===== config.mk =====
export PLATFORM = sky130hd
export DESIGN_NAME = encoder_8_to_3_irq_flat
export DESIGN_NICKNAME = d
export VERILOG_FILES = /design/src/rtl/encoder_8_to_3_irq_pkg.sv /design/src/rtl/encoder_8_to_3_irq_if.sv /design/src/rtl/encoder_8_to_3_irq_prio.sv /design/src/rtl/encoder_8_to_3_irq.sv /design/src/flat_wrapper.sv
export SDC_FILE = /design/constraint.sdc
export NUM_CORES = 1
export LEC_CHECK = 0
export CAP_MARGIN = 15
export CELL_PAD_IN_SITES_DETAIL_PLACEMENT = 1
export CELL_PAD_IN_SITES_GLOBAL_PLACEMENT = 1
export CORE_MARGIN = 2
export CORE_UTILIZATION = 32
export CTS_BUF_LIST = sky130_fd_sc_hd__clkbuf_8
export DETAILED_ROUTE_END_ITERATION = 8
export PLACE_DENSITY_LB_ADDON = 0.1
export SYNTH_ARGS = -nofsm -noshare
export SYNTH_HDL_FRONTEND = slang
export SYNTH_HIERARCHICAL = 1
export SYNTH_SLANG_ARGS = --single-unit

===== constraint.sdc =====
create_clock -name clk -period 0.8 [get_ports clk]
set_input_delay 0.16 -clock clk [delete_from_list [all_inputs] [get_ports clk]]
set_output_delay 0.16 -clock clk [all_outputs]
set_load 0.02 [all_outputs]

===== src/rtl/encoder_8_to_3_irq_pkg.sv =====
// Shared constants and helpers for the 8-to-3 interrupt encoder.
// The code width is tied to the number of request lines.
package enc_pkg;

    localparam int N_REQ = 8;
    localparam int IDX_W = 3;

    // Expands a granted index back into its pending-bit mask.
    function automatic logic [N_REQ-1:0] onehot3(input logic [IDX_W-1:0] idx);
        logic [N_REQ-1:0] mask;
        mask      = '0;
        mask[idx] = 1'b1;
        return mask;
    endfunction

endpackage


===== src/rtl/encoder_8_to_3_irq_if.sv =====
// Request/grant bundle between request sources, the encoder and its consumer.
// The slave side is the encoder; the master side drives req/e/ack.
interface encoder_8_to_3_irq_if;
    import enc_pkg::*;

    logic             e;
    logic [N_REQ-1:0] req;
    logic             ack;
    logic [IDX_W-1:0] y;
    logic             valid;
    logic [N_REQ-1:0] pending;
    logic             any;

    modport master (
        output e, req, ack,
        input  y, valid, pending, any
    );

    modport slave (
        input  e, req, ack,
        output y, valid, pending, any
    );

endinterface


===== src/rtl/encoder_8_to_3_irq_prio.sv =====
// Combinational 8-to-3 priority encoder; PRIO_HIGH selects whether the
// highest or the lowest set index wins.
module priority_encoder_8_to_3
    import enc_pkg::*;
#(
    parameter bit PRIO_HIGH = 1'b1
) (
    input  logic [N_REQ-1:0] vec,
    output logic [IDX_W-1:0] code,
    output logic             nonzero
);

    // The last match in scan order wins, so the scan direction sets priority.
    always_comb begin
        code = '0;
        if (PRIO_HIGH) begin
            for (int i = 0; i < N_REQ; i++) begin
                if (vec[i]) code = IDX_W'(i);
            end
        end else begin
            for (int i = N_REQ - 1; i >= 0; i--) begin
                if (vec[i]) code = IDX_W'(i);
            end
        end
    end

    assign nonzero = |vec;

endmodule


===== src/rtl/encoder_8_to_3_irq.sv =====
// Sticky 8-line interrupt capture with a registered priority grant and
// valid/ack handshake; acking a grant clears its pending bit.
module encoder_8_to_3_irq
    import enc_pkg::*;
#(
    parameter bit PRIO_HIGH = 1'b1
) (
    input  logic               clk,
    input  logic               rst_n,
    encoder_8_to_3_irq_if.slave bus
);

    if (N_REQ != 8 || IDX_W != $clog2(N_REQ)) begin : g_size_check
        $error("encoder_8_to_3_irq supports only N_REQ=8, IDX_W=3");
    end

    logic [1:0]       rst_sync;
    logic             rst_int_n;
    logic [N_REQ-1:0] clr;
    logic [N_REQ-1:0] pending_next;
    logic [IDX_W-1:0] win;
    logic             win_ok;

    // Reset asserts immediately but releases two clock edges later.
    always_ff @(posedge clk or negedge rst_n) begin
        if (!rst_n) begin
            rst_sync <= 2'b00;
        end else begin
            rst_sync <= {rst_sync[0], 1'b1};
        end
    end

    assign rst_int_n = rst_sync[1];

    assign clr          = (bus.valid && bus.ack) ? onehot3(bus.y) : '0;
    assign pending_next = (bus.pending & ~clr) | (bus.e ? bus.req : '0);

    priority_encoder_8_to_3 #(
        .PRIO_HIGH (PRIO_HIGH)
    ) u_prio (
        .vec     (pending_next),
        .code    (win),
        .nonzero (win_ok)
    );

    // A presented grant is frozen until acked; the next winner loads on the ack edge.
    always_ff @(posedge clk or negedge rst_int_n) begin
        if (!rst_int_n) begin
            bus.pending <= '0;
            bus.any     <= 1'b0;
            bus.y       <= '0;
            bus.valid   <= 1'b0;
        end else begin
            bus.pending <= pending_next;
            bus.any     <= |pending_next;
            if (!bus.valid || bus.ack) begin
                if (bus.e && win_ok) begin
                    bus.valid <= 1'b1;
                    bus.y     <= win;
                end else begin
                    bus.valid <= 1'b0;
                end
            end
        end
    end

endmodule

===== src/flat_wrapper.sv =====
// flat-port wrapper written by rule: the top's interface ports become plain ports
module encoder_8_to_3_irq_flat import enc_pkg::*;
#(
    parameter bit PRIO_HIGH = 1'b1
)
  (clk, rst_n, bus_e, bus_req, bus_ack, bus_y, bus_valid, bus_pending, bus_any);
  encoder_8_to_3_irq_if bus_i ();
  input  logic clk;
  input  logic rst_n;
  input wire logic [$bits(bus_i.e)-1:0] bus_e;
  input wire logic [$bits(bus_i.req)-1:0] bus_req;
  input wire logic [$bits(bus_i.ack)-1:0] bus_ack;
  output wire logic [$bits(bus_i.y)-1:0] bus_y;
  output wire logic [$bits(bus_i.valid)-1:0] bus_valid;
  output wire logic [$bits(bus_i.pending)-1:0] bus_pending;
  output wire logic [$bits(bus_i.any)-1:0] bus_any;
  assign bus_i.e = bus_e;
  assign bus_i.req = bus_req;
  assign bus_i.ack = bus_ack;
  assign bus_y = bus_i.y;
  assign bus_valid = bus_i.valid;
  assign bus_pending = bus_i.pending;
  assign bus_any = bus_i.any;
  encoder_8_to_3_irq #(.PRIO_HIGH(PRIO_HIGH)) u_core (.clk(clk), .rst_n(rst_n), .bus(bus_i));
endmodule

==> results of run 1 <==
## synth_stat cells
master,number
mux2_2,3
inv_1,3
a21oi_1,2
nand3_1,1
nand3b_1,1
dfrtp_1,15
buf_2,1
nand2_1,20
nor4_1,2
nand4_1,1
nand2b_1,2
o21ai_0,7
inv_2,1
nor2_1,4
a21oi_2,1
conb_1,1
o31ai_2,2
o31ai_1,2
## what timing repair did
item / 4_1_cts
gates cloned: 0
hold buffers: 0
gates resized for setup: 102
pin swaps: 13
buffers inserted: 43
setup endpoints to repair: 26
## through the flow
step | instances | util
after CTS | 157 | 0.7028
after detailed placement | 147 | 0.5982
after global placement | 147 | 0.5982
after floorplan | 69 | -
## logic make-up after synthesis
family          share of synthesized area
other cells                      0.005676
flops                              0.5682
compound gates                     0.1420
simple gates                       0.2026
buf+inv                           0.03029
mux                               0.05113
==> out/metrics.yaml, run 1 <==
run_status:
  firstError: "[ERROR DPL-0033] detailed placement checks failed during check placement."
  haltStage: "global routing"
  status: "did not finish"
synthesis:
  synth_nets: 81
  ys_seq_area_frac: 0.5682
  synth_cells: 69
  yosys.area.top_type: "dfrtp_1"
  synth_seq_cells: 15
  yosys-top-cells-area: "dfrtp_1 57%, nand2_1 11%, o21ai_0 5.3%"
  syn-cell-area_sq_um: 660.6
  yosysTopAreaCellShare: 0.5682
  avgSynthCellArea_sq_um: 9.574
  yosys_warnings: 6
  synth.distinct_cells: 18
die:
  io_pins: 25
  rows: 16
  die_y_um: 49.44
  initial_core_util: 0.3367
  die_x_um: 49.44
clocking:
  cts.path.max_buffers: 2
  clock-sinks: 15
  root_buffer: "clkbuf_8"
  cts_max_level: 1
  cts_buffers: 3
sta:
  worstEndpointType: "sequential cell input"
  grt_repair_worst_endpoint: "u_core/bus.y[0]$_DFFE_PN0P_/D"
grt:
  antenna_found_initial: 0
  grt_max_degree: 14
placement:
  place.gp.congestion: 0.7853
  port_buffers: 24
  dp_hpwl_mm: 1.600
  placed_cell_area_sq_um: 1174
  place_ws_ns: -1.208
==> run 2, diff against run 1 <==
Settings changed: CELL_PAD_IN_SITES_DETAIL_PLACEMENT 1 to default, CELL_PAD_IN_SITES_GLOBAL_PLACEMENT 1 to default, CORE_AREA from default to 2 2 63 65, CORE_MARGIN 2 to default, CORE_UTILIZATION 32 to default, CTS_BUF_LIST sky130_fd_sc_hd__clkbuf_8 to default, DIE_AREA from default to 0 0 65 67, PLACE_DENSITY_LB_ADDON 0.1 to 0.15.
==> out/metrics.yaml, run 2 <==
layout:
  n_fill_cell: 362
  final_common_cell: "buf_6"
  area.sequential_sq_um: 380.4
  mostFrequentLayoutCells: "32 x buf_6, 17 x nand2_1, 14 x buf_4"
  finalNetCount: 143
  top_register: "u_core/bus.pending"
  area_growth_pct: 118.8
  design_area_sq_um: 1445
  top_regs: "u_core/bus.pending (8), u_core/bus.y (3), u_core/rst_sync (2)"
  drive_gt1_frac: 0.5769
  multiInputGateArea_sq_um: 350.3
  n_antenna_cell: 0
  largest_reg_flops: 8
synthesis:
  yosysTopAreaCellShare: 0.5682  # unchanged
  synth_ff_type: "dfrtp_1"  # unchanged
  synth_cells: 69  # unchanged
  yosys-top-cells-area: "dfrtp_1 57%, nand2_1 11%, o21ai_0 5.3%"  # unchanged
  yosys.area.top_type: "dfrtp_1"  # unchanged
  synth_most_common_cell: "nand2_1"  # unchanged
  async_flop_share: 1.000  # unchanged
  syn-cell-area_sq_um: 660.6  # unchanged
  yosys_warnings: 6  # unchanged
  ys_seq_area_frac: 0.5682  # unchanged
  synth_nets: 81  # unchanged
  synth_seq_cells: 15  # unchanged
  avgSynthCellArea_sq_um: 9.574  # unchanged
  netlist_top_cells_count: "20 x nand2_1, 15 x dfrtp_1, 7 x o21ai_0"  # unchanged
  synth_edf_count: 0  # unchanged
  synth.distinct_cells: 18  # unchanged
clocking:
  ctsHoldBuffers: 0  # unchanged
  cts_buffers: 3  # unchanged
  clock-sinks: 15  # unchanged
  clock_latency_ns: 0.24
  cts.path.max_buffers: 2  # unchanged
  clk_pin_slew_ns: 0.06
  cts_tree: "built"
  root_buffer: "clkbuf_8"  # unchanged
  cts_max_level: 1  # unchanged
sta:
  setup_viol: 26
  final.period_utilization: 2.159
  setup_ws_ns: -0.9273
  maxSlewViolCount: 0
  fmax_mhz: 578.9
  clock_skew_ns: 0.004585
  finalCriticalPeriod_ns: 1.727
  hold_viol: 0
  rsz0062_at_grt: "true"
die:
  initial_core_util: 0.1832  # was 0.3367
  core_area_sq_um: 3606
  io_pins: 25  # unchanged
  die_y_um: 67  # was 49.44 um
  rows: 22  # was 16
  die_x_um: 65  # was 49.44 um
  die_area_sq_um: 4355
grt:
  grt.total_usage: 0.1050
  overflow: 0
  grt_pass1_wl_mm: 3.429
  antenna_found_initial: 0
  grt_max_degree: 10
  grt_pass1_vias: 761
critical_path:
  critPathCaptureType: "register"
  worstSetupPathType: "reg -> reg"
  path_max_fanout: 4
  rrSetupSlack_ns: -0.93
  path_cells: "nand3b_1 > o21ai_1 > nand2_1 > nor2_2 > nand4_1 > nand2_1 > a21oi_2 > mux2_2"
  slowest_delay_ns: 0.39
  cp_slowest_cell: "dfrtp_2"
  cp-start-kind: "register"
  crit_buf_inv: 0
  cp_top_family: "simple AND/OR/NAND/NOR gates"
  required_ns: 0.93
  cp.arrival_ns: 1.85
  cp_common_cell: "nand2_1"
power_and_ir_drop:
  p_leak_nw: 0.6339
  total_power_mw: 2.845
  ir_worst_vdd_v: 0.0008485
  power_density_nw_per_um2: 1968
route:
  drt.antenna.violating_nets: 0
  avgRoutedWirePerCell_um: 12.23
  drt_pass1_iterations: 3
  viasPerCell: 4.051
  first_iter_violations: 17
  drc_errors: 0
  vias: 721
  routed_wl_mm: 2.177
run:
  maxCapViolations: 0
placement:
  place.gp.congestion: 0.8100  # was 0.7853
  port_buffers: 24  # unchanged
  dp_hpwl_mm: 1.541  # was 1.600 mm
  placed_cell_area_sq_um: 1197  # was 1174 sq um
run_status:
  status: "finished with violations"  # was did not finish
  violations: "setup timing"
min_path:
  hp-class: "in -> async"
==> run 2: logic make-up (layout without fill, tap and decap cells) <==
family	Yosys count	after routing	share of synthesized area
and+or+nand+nor	31	31	0.2026
muxes	3	3	0.05113
DFF	15	15	0.5682
AOI/OAI and AO/OA	14	14	0.1420
buffers and inverters	5	66	0.03029
other	1	1	0.005676
==> run 2: final timing paths <==
kind	from	endpoint	cells after the start
worst max-delay path	u_core/bus.y[0]$_DFFE_PN0P_	u_core/bus.y[1]$_DFFE_PN0P_	8
worst min-delay path	rst_n	u_core/rst_sync[0]$_DFF_PN0_	1
worst max register to register	u_core/bus.y[0]$_DFFE_PN0P_	u_core/bus.y[1]$_DFFE_PN0P_	8
worst min register to register	u_core/rst_sync[1]$_DFF_PN0_	u_core/bus.pending[5]$_DFF_PN0_	1
max in group asynchronous	u_core/rst_sync[1]$_DFF_PN0_	u_core/bus.pending[7]$_DFF_PN0_	1
min in group clk	u_core/rst_sync[0]$_DFF_PN0_	u_core/rst_sync[1]$_DFF_PN0_	0
==> run 2: worst register-to-register path, cell delays in order, from the launching register on <==
cell,delay [ns]
dfrtp_2,0.39
nand3b_1,0.26
o21ai_1,0.18
nand2_1,0.11
nor2_2,0.13
nand4_1,0.10
nand2_1,0.10
a21oi_2,0.06
mux2_2,0.27
==> run 2: per-stage QoR <==
stage / hold slack, ns / cells / TNS, ns / setup WS (ns) / utilization
detailed placement: 0.1607 / 166 / -15.72 / -1.208 / 0.3321
CTS: 0.07132 / 174 / -10.62 / -0.9146 / 0.3734
global placement: 0.1637 / 166 / -15.73 / -1.203 / 0.3321
global route: 0.06859 / 178 / -12.27 / -1.035 / 0.4008
finish: 0.07255 / 178 / -10.90 / -0.9273 / 0.4008
floorplan: -0.1356 / 69 / -5.586 / -0.8703 / -
==> run 2: final cells by class <==
class	count	area share
timing repair buffer	58	0.4113
inverter	4	0.01039
sequential	15	0.2632
tap	48	0.04156
multi-input combinational	49	0.2424
clock buffer	4	0.03117
==> run 2: power by group <==
group          switching (mW)  total (mW)  internal [mW]
logic                   0.584        1.29          0.702
registers              0.0871       0.954          0.867
clock network           0.253       0.605          0.352
==> run 2: routing by layer <==
metal	part of all wire	GRT usage	wire, um
met3	0.037	0.02196	81
met1	0.43	0.1234	943
met5	0	0	0
met4	0.022	0.06649	47
met2	0.51	0.1740	1104
==> run 2: repair_timing <==
item | CTS | global route
hold endpoints to repair | 0 | 0
pin swaps | 7 | 10
gates resized for setup | 95 | 21
setup endpoints to repair | 26 | 26
cloned | 0 | 0
buffers inserted | 10 | 11
No activity file was read; power rests on OpenSTA's default activity.
